==> src/rtl/pic_inta_sequencer.sv <==
// +----------------------------------------------------------------------------+
// | pic_inta_sequencer: 8086-mode INTA# sequencer (freeze, cascade, vector).   |
// | Revision: 1.0                                                               |
// +----------------------------------------------------------------------------+
`default_nettype none

module pic_inta_sequencer #(
    parameter int VEC_W = 8
) (
    input  logic             clk,
    input  logic             rst_n,
    input  logic             intan,
    input  logic             irq_req,
    input  logic [2:0]       irq_id,
    input  logic             spen_n,
    input  logic             buf_mode,
    input  logic             ms_cfg,
    input  logic             sngl,
    input  logic [7:0]       icw3,
    input  logic [2:0]       slave_id,
    input  logic [4:0]       vec_base,
    input  logic [2:0]       cas_in,
    output logic             int_out,
    output logic             isr_set,
    output logic [2:0]       isr_idx,
    output logic [2:0]       cas_out,
    output logic             cas_oe,
    output logic [VEC_W-1:0] data_out,
    output logic             data_oe,
    output logic             buf_en_n
);

    typedef enum logic [2:0] {
        S_IDLE  = 3'd0,
        S_ARMED = 3'd1,
        S_P1    = 3'd2,
        S_GAP   = 3'd3,
        S_P2    = 3'd4
    } state_t;

    state_t           state_q, state_d;
    logic             s1_q, s2_q, s3_q;
    logic             int_out_q, int_out_d;
    logic             isr_set_q, isr_set_d;
    logic [2:0]       isr_idx_q, isr_idx_d;
    logic [2:0]       cas_out_q, cas_out_d;
    logic             cas_oe_q, cas_oe_d;
    logic [VEC_W-1:0] data_out_q, data_out_d;
    logic             data_oe_q, data_oe_d;
    logic             buf_en_n_q, buf_en_n_d;

    logic             is_master;
    logic             fall;
    logic             rise;
    logic             cascaded;
    logic [VEC_W-1:0] vec;

    assign is_master = sngl | (buf_mode ? ms_cfg : spen_n);
    assign fall      = s3_q & ~s2_q;
    assign rise      = ~s3_q & s2_q;
    assign cascaded  = is_master & ~sngl & icw3[isr_idx_q];

    always_comb begin
        vec                = '0;
        vec[VEC_W-1 -: 5]  = vec_base;
        vec[2:0]           = isr_idx_q;
    end

    always_comb begin
        state_d    = state_q;
        int_out_d  = int_out_q;
        isr_set_d  = 1'b0;
        isr_idx_d  = isr_idx_q;
        cas_out_d  = cas_out_q;
        cas_oe_d   = cas_oe_q;
        data_out_d = data_out_q;
        data_oe_d  = data_oe_q;

        case (state_q)
            S_IDLE: begin
                int_out_d = irq_req;
                if (irq_req) begin
                    state_d = S_ARMED;
                end
            end
            S_ARMED: begin
                int_out_d = 1'b1;
                if (fall) begin
                    state_d   = S_P1;
                    int_out_d = 1'b0;
                    // A request that vanished before the first pulse is answered as IR7.
                    isr_idx_d = irq_req ? irq_id : 3'd7;
                    isr_set_d = irq_req;
                    cas_oe_d  = is_master & ~sngl & icw3[isr_idx_d];
                    if (cas_oe_d) begin
                        cas_out_d = isr_idx_d;
                    end
                end
            end
            S_P1: begin
                int_out_d = 1'b0;
                if (rise) begin
                    state_d = S_GAP;
                end
            end
            S_GAP: begin
                if (fall) begin
                    state_d = S_P2;
                    if (is_master ? ~cascaded : (cas_in == slave_id)) begin
                        data_out_d = vec;
                        data_oe_d  = 1'b1;
                    end
                end
            end
            S_P2: begin
                if (rise) begin
                    state_d   = S_IDLE;
                    data_oe_d = 1'b0;
                    cas_oe_d  = 1'b0;
                end
            end
            default: begin
                state_d = S_IDLE;
            end
        endcase

        buf_en_n_d = buf_mode ? ~data_oe_d : 1'b1;
    end

    always_ff @(posedge clk) begin
        if (!rst_n) begin
            state_q    <= S_IDLE;
            s1_q       <= 1'b1;
            s2_q       <= 1'b1;
            s3_q       <= 1'b1;
            int_out_q  <= 1'b0;
            isr_set_q  <= 1'b0;
            isr_idx_q  <= 3'd0;
            cas_out_q  <= 3'd0;
            cas_oe_q   <= 1'b0;
            data_out_q <= '0;
            data_oe_q  <= 1'b0;
            buf_en_n_q <= 1'b1;
        end else begin
            state_q    <= state_d;
            s1_q       <= intan;
            s2_q       <= s1_q;
            s3_q       <= s2_q;
            int_out_q  <= int_out_d;
            isr_set_q  <= isr_set_d;
            isr_idx_q  <= isr_idx_d;
            cas_out_q  <= cas_out_d;
            cas_oe_q   <= cas_oe_d;
            data_out_q <= data_out_d;
            data_oe_q  <= data_oe_d;
            buf_en_n_q <= buf_en_n_d;
        end
    end

    assign int_out  = int_out_q;
    assign isr_set  = isr_set_q;
    assign isr_idx  = isr_idx_q;
    assign cas_out  = cas_out_q;
    assign cas_oe   = cas_oe_q;
    assign data_out = data_out_q;
    assign data_oe  = data_oe_q;
    assign buf_en_n = buf_en_n_q;

endmodule

`default_nettype wire

==> config.mk <==
export PLATFORM = sky130hd
export DESIGN_NAME = pic_inta_sequencer
export DESIGN_NICKNAME = d
export VERILOG_FILES = /design/src/rtl/pic_inta_sequencer.sv
export SDC_FILE = /design/constraint.sdc
export NUM_CORES = 1
export LEC_CHECK = 0
export BUFFER_PORTS_ARGS = -buffer_cell sky130_fd_sc_hd__buf_2
export CAP_MARGIN = 20
export CELL_PAD_IN_SITES_DETAIL_PLACEMENT = 2
export CELL_PAD_IN_SITES_GLOBAL_PLACEMENT = 2
export CORE_MARGIN = 1
export CORE_UTILIZATION = 24
export DETAILED_ROUTE_END_ITERATION = 16
export HOLD_SLACK_MARGIN = 0.1
export PLACE_DENSITY = 0.81
export SLEW_MARGIN = 20
export SYNTH_ARGS = -nofsm -noshare
export SYNTH_HDL_FRONTEND = slang
export SYNTH_SLANG_ARGS = --single-unit
==> constraint.sdc <==
create_clock -name clk -period 1.7 [get_ports clk]
set_input_delay 0.255 -clock clk [delete_from_list [all_inputs] [get_ports clk]]
set_output_delay 0.255 -clock clk [all_outputs]
set_load 0.01 [all_outputs]
==> results of run 1 <==
[sequential cells by signal (all words and copies together) (netlist names), named ones only]
register	cells
data_out	8
s2_q	1
isr_idx	3
s1_q	1
s3_q	1
int_out	1
cas_out	3
buf_en_n	1
state_q	3
cas_oe	1
isr_set	1
[metal layers]
layer | wire, um | part of all wire, %
met1 | 1760 | 42
met2 | 2200 | 53
met3 | 149 | 3.6
met4 | 31 | 0.75
met5 | 0 | 0
[power breakdown]
part / total (mW) / internal (mW) / switching [mW]
logic: 0.181 / 0.0892 / 0.0922
registers: 0.604 / 0.595 / 0.00880
clock network: 0.360 / 0.168 / 0.192
[worst max path at each step]
| stage | to | slack, ns | cells past startpoint |
|---|---|---|---|
| after detailed placement | data_out[7]$_SDFFE_PN0P_ | -0.19 | 6 |
| after CTS | buf_en_n$_SDFF_PN1_ | -0.14 | 6 |
| after global routing | buf_en_n$_SDFF_PN1_ | -0.18 | 6 |
| after floorplan | data_out[0]$_SDFFE_PN0P_ | -0.11 | 5 |
| final | data_out[2]$_SDFFE_PN0P_ | -0.11 | 7 |
| after global placement | data_out[3]$_SDFFE_PN0P_ | -0.13 | 6 |
[worst max-delay path, cell delays in order (launching register included)]
cell and delay, ns:
dfxtp_4 0.38, mux4_2 0.51, nor4b_4 0.15, nor4b_4 0.24
buf_4 0.18, buf_6 0.14, nand3_2 0.07, o21ai_1 0.07
[cells by family after synthesis]
group | count (synthesis)
AO/OA/AOI/OAI | 26
XOR/XNOR | 4
buffers and inverters | 10
flip-flops | 25
multiplexers | 10
AND/OR/NAND/NOR | 58
[through the flow]
step	util, %	setup TNS (ns)	hold WS [ns]	instance area, um2
2_1_floorplan	-	-1.01	0.341	1230
3_3_place_gp	35.3	-1.10	0.435	1680
3_5_place_dp	35.3	-1.87	0.424	1680
4_1_cts	37.7	-1.16	0.161	1790
5_1_grt	38.9	-1.61	0.165	1850
6_report	38.9	-0.828	0.171	1850
[synth_stat cells (all sizes together)]
cell,instances
dfxtp,25
nand2,21
o21ai,11
mux2i,8
nand2b,8
nand3,8
nor2b,6
clkbuf,5
nor2,5
a21oi,4
xor2,4
inv,3
nand3b,3
nor4b,3
a211oi,2
buf,2
mux4,2
nor4bb,2
a21boi,1
a22oi,1
a31oi,1
and2,1
and3,1
o211a,1
o21bai,1
o221ai,1
o22ai,1
o311ai,1
o31ai,1
[cell type report]
class,count,area (um2),area share [%]
Multi-Input combinational cell,98,776,41.9
Sequential cell,25,507,27.4
Timing Repair Buffer,72,428,23.1
Tap cell,67,83.8,4.53
Clock buffer,4,45.0,2.43
Inverter,3,11.3,0.609
[repair_timing]
action | 4_1_cts | 5_1_grt
hold buffers | 0 | 0
pin swaps | 4 | 5
setup buffers | 1 | 1
gates cloned | 1 | 0
endpoints found under the setup margin | 14 | 16
endpoints found under the hold margin | 0 | 0
gates resized for setup | 12 | 10
[cell usage in the layout, fill, tap and decap left out, drive strengths merged, types with 2 or more instances in the layout]
cell type | Yosys | layout
nand3b | 3 | 3
nand2b | 8 | 8
a211oi | 2 | 2
xor2 | 4 | 4
dfxtp | 25 | 25
inv | 3 | 3
nor2 | 5 | 5
a21oi | 4 | 4
clkbuf | 5 | 4
nor4bb | 2 | 2
nand3 | 8 | 8
mux4 | 2 | 2
nand2 | 21 | 21
mux2i | 8 | 8
nor4b | 3 | 3
nor2b | 6 | 6
buf | 2 | 72
o21ai | 11 | 11
==> metrics, run 1 <==
static leakage=0.832 nW; post-synthesis sequential area ratio=42.0%; adder-cell share of the synthesized area=0%; Die ar.=0.00525 mm2; Clock Sinks=25; Gate Count Post-Synth=133; initial antenna violation count=0; setup slack, reg-to-reg=-0.11 ns; Ys Warns=0; worst setup margin=-0.110 ns; hold path depth=2; XOR/XNOR Fraction of Synth Area=2.94%; Die Height=72.5 um; Power Dens Cells=619 mW/mm2; simple-gate share of the synthesized area=27.0%; Mean Syn Cell Area=8.97 um2; Hold WC Path Type=in -> reg; Max-Cap Viols=0; Peak Freq=0.553 GHz; vias in the first global route=1300; Layout Cells excl Fill=269; worst-case clock buffer depth=2; drt via density=4.60; max-slew headroom at the worst pin=71.8%; Place WS=-0.193 ns; final hold vios=0; TritonCTS clock tree=yes; Yosys top cell area share=42.0%; DRT Wirelength=4140 um; core area=0.00475 mm2; global-route wire length before repair=6310 um; RSZ-0062 raised after global routing=yes; Final Slew Violations=0; grt met2 use=28.9%; WS Path Type=reg -> reg; Net Count, Synth=163; Layout fillers=549; Clk Latency, worst-skew pair=0.27 ns; grt met1 use=19.1%; post-synthesis register bit count=25; fraction of layout cells with a size suffix above 1=49.0%; die width=72.5 um; Final setup viols=9; worst vdd rail ir drop=0.366 mV; Yosys top cell by area=dfxtp_1; fin crit period=1.81 ns; HPWL reported at the end of detailed placement=3050 um; Yosys cell types=32; Worst-Margin Slew=0.421 ns; status=complete, but fails checks; n_diodes=0; placed cell count=262; crit share post-route=106%; # rows=25; port bufs=48; crit path launch type=register; clock skew=0.00161 ns; GRT overflow=0; # DRC=0; worst hold path endpoint=s1_q$_SDFF_PN1_; H-tree depth=1; CTS Buf Count=3; Clk pin slew, worst setup/hold paths=0.09 ns; post-synthesis mux area share=10.8%; CP Max Fanout=6; Top Usage Layer GRT=met2; Initial Util=25.1%; main combinational cell family by area after synthesis=simple AND/OR/NAND/NOR gates; Worst Path Required=1.91 ns; area delta synth->final=55.2%; reg2reg path depth=7; number of DRC markers in iteration 0=24; leading post-synthesis cells by cell area=dfxtp_1, mux2i_1, nand2_1, o21ai_0, nand2b_1; Worst R2R End=data_out[2]$_SDFFE_PN0P_; synthesized area=0.00119 mm2; via count=1237; First-pass DRT Iterations=3; ANT nets after route=0; met3 GRT Util=3.89%; Synth Area in Compound Gates=13.4%; # nets final=233; global placer's final weighted congestion=0.812; WL per Instance=15.4 um; Worst Hold Launch=intan; num ports=49; Arr. time, crit path=2.02 ns; Worst Setup End Kind=register; Worst R2R Start=isr_idx[0]$_SDFFE_PN0P_; failing checks=setup timing; Tot Pwr=1.14 mW; pin count of the biggest net entering global routing=19; All-Layer GR Usage=15.8%; Critical path origin=isr_idx[0]$_SDFFE_PN0P_; clock root cell=clkbuf_8
Power figures use the tool's default switching activity.
==> run 2, diff against run 1 <==
--- a/config.mk
+++ b/config.mk
@@ -14,6 +14,7 @@
 export DETAILED_ROUTE_END_ITERATION = 16
 export HOLD_SLACK_MARGIN = 0.1
 export PLACE_DENSITY = 0.81
+export REMOVE_ABC_BUFFERS = 1
 export SLEW_MARGIN = 20
 export SYNTH_ARGS = -nofsm -noshare
 export SYNTH_HDL_FRONTEND = slang
==> run 2 against run 1 <==
Against the previous run: the flow still finishes with violations (setup timing); die area unchanged; critical path type unchanged; critical endpoint is now data_out[3]$_SDFFE_PN0P_; total power increased by 0.64%; register-to-register slack got worse by 0.06 ns; maximum frequency decreased by 3.3%; critical path depth decreased by 1; clock power increased by 4%; routed wire length increased by 8.6%; flip-flop and latch count unchanged; via count decreased by 0.40%; sequential share of layout area increased by 1.5 points; combinational power decreased by 2%; clock-buffer cell count unchanged.
==> metrics, run 2 (same netlist as run 1, synthesis figures left out) <==
ANT nets after route=0; area delta synth->final=46.2%; Max-Cap Viols=0; RSZ-0062 raised after global routing=yes; Worst R2R End=data_out[3]$_SDFFE_PN0P_; n_diodes=0; max reg flops=8; # nets final=227; CP Max Fanout=8; WS Path Type=reg -> reg; Clk pin slew, worst setup/hold paths=0.10 ns; fin area=0.00174 mm2; pin count of the biggest net entering global routing=20; GRT overflow=0; fin crit period=1.87 ns; commonest non-fill, non-tap cell in the layout=buf_2; die width=72.5 um; Clock power frac=32.4%; clock root cell=clkbuf_8; DRT Wirelength=4500 um; Worst Path Buf+Inv=1; hold_buf cts=0; drt via density=4.68; worst-case clock buffer depth=2; Place WS=-0.223 ns; Hold WC Path Type=in -> reg; internal power=0.844 mW; H-tree depth=1; status=complete, but fails checks; Worst Setup End Kind=register; clock skew=0.00782 ns; # rows=25; Core Util, Final=36.7%; crit-path cells=mux4_2, nor4bb_4, nor4b_4, buf_6, nand3_1, o21ai_0; Worst Path Required=1.90 ns; static leakage=0.789 nW; worst vdd rail ir drop=0.263 mV; Arr. time, crit path=2.08 ns; First-pass DRT Iterations=4; Die Height=72.5 um; crit path launch type=register; via count=1232; global-route wire length before repair=6520 um; TritonCTS clock tree=yes; Worst-Margin Slew=0.733 ns; setup slack, reg-to-reg=-0.17 ns; Clk Latency, worst-skew pair=0.28 ns; worst setup margin=-0.172 ns; All-Layer GR Usage=16.6%; sequential share of power=52.2%; final hold vios=0; Clock Sinks=25; Net Sw Frac=26.7%; port bufs=48; initial antenna violation count=0; Critical path origin=isr_idx[0]$_SDFFE_PN0P_; Power Dens Cells=661 mW/mm2; WL per Instance=17.1 um; net switching power figure=0.308 mW; hold path depth=2; Peak Freq=0.534 GHz; CP delay by family, top=simple AND/OR/NAND/NOR gates; Placement Cell Area=0.00160 mm2; vias in the first global route=1322; core area=0.00475 mm2; reg2reg path depth=6; worst hold path endpoint=s1_q$_SDFF_PN1_; Initial Util=25.1%; failing checks=setup timing; max-slew headroom at the worst pin=49.7%; leading cell types in the layout, fill and taps excluded=buf_2, dfxtp_1, nand2_1, buf_4; crit share post-route=110%; Worst R2R Start=isr_idx[0]$_SDFFE_PN0P_; # DRC=0; crit-path max cell delay=0.50 ns; Final setup viols=14; global placer's final weighted congestion=0.773; fraction of layout cells with a size suffix above 1=42.3%; Final Slew Violations=0; Worst Hold Launch=intan; HPWL reported at the end of detailed placement=2990 um; Die ar.=0.00525 mm2; Slowest cell on crit path=mux4_2; Comb pwr share=15.3%; num ports=49; CTS Buf Count=3; number of DRC markers in iteration 0=40
==> run 2: through the flow <==
stage                     TNS [ns]  std cells  hold slack, ns  power (mW)
after global routing         -3.67        263           0.172        1.20
final                        -1.93        263           0.162        1.15
after detailed placement     -2.22        257           0.412       0.773
after floorplan              -2.74        126           0.328       0.674
after global placement      -0.984        257           0.400       0.767
after CTS                    -1.88        263           0.162        1.15
==> run 2: power by group through the flow <==
stage | sequential, mW | combinational (mW) | clock, mW
4_1_cts | 0.603 | 0.167 | 0.383
6_report | 0.602 | 0.177 | 0.374
3_3_place_gp | 0.616 | 0.151 | 0
3_5_place_dp | 0.616 | 0.157 | 0
5_1_grt | 0.604 | 0.192 | 0.405
2_1_floorplan | 0.619 | 0.0549 | 0
==> run 2: how the worst max path moves through the flow <==
stage | endpoint | depth (start not counted) | slack (ns)
floorplan | buf_en_n$_SDFF_PN1_ | 5 | -0.35
global placement | data_out[6]$_SDFFE_PN0P_ | 6 | -0.12
detailed placement | data_out[3]$_SDFFE_PN0P_ | 6 | -0.22
CTS | data_out[2]$_SDFFE_PN0P_ | 6 | -0.17
global route | data_out[4]$_SDFFE_PN0P_ | 6 | -0.30
finish | data_out[3]$_SDFFE_PN0P_ | 6 | -0.17
==> run 2: layout make-up <==
cell class | instances | area, um2
clock buffers | 4 | 45.0
fillers | 552 | 3010
inverters | 3 | 11.3
multi-input cells | 98 | 719
flip-flops and latches | 25 | 504
well taps | 67 | 83.8
repair buffers | 66 | 379
==> run 2: worst register-to-register path, delay by kind of cell, from the launching register on <==
family / cells / cell delay, ns
flops: 1 / 0.38
buf+inv: 1 / 0.20
simple gates: 3 / 0.65
mux: 1 / 0.50
compound gates: 1 / 0.08
==> run 2: per-layer routing <==
layer / vias up / GRT usage, % / share of wire, %
li1: 589 / - / -
met1: 603 / 19.9 / 42
met2: 28 / 30.3 / 53
met3: 12 / 2.08 / 2.1
met4: 0 / 5.88 / 2.2
met5: - / 0 / 0
==> run 2: what timing repair did <==
action,4_1_cts,5_1_grt
setup endpoints to repair,14,14
buffers inserted,1,0
pin swaps,2,4
gates resized for setup,9,12
gates cloned,1,0
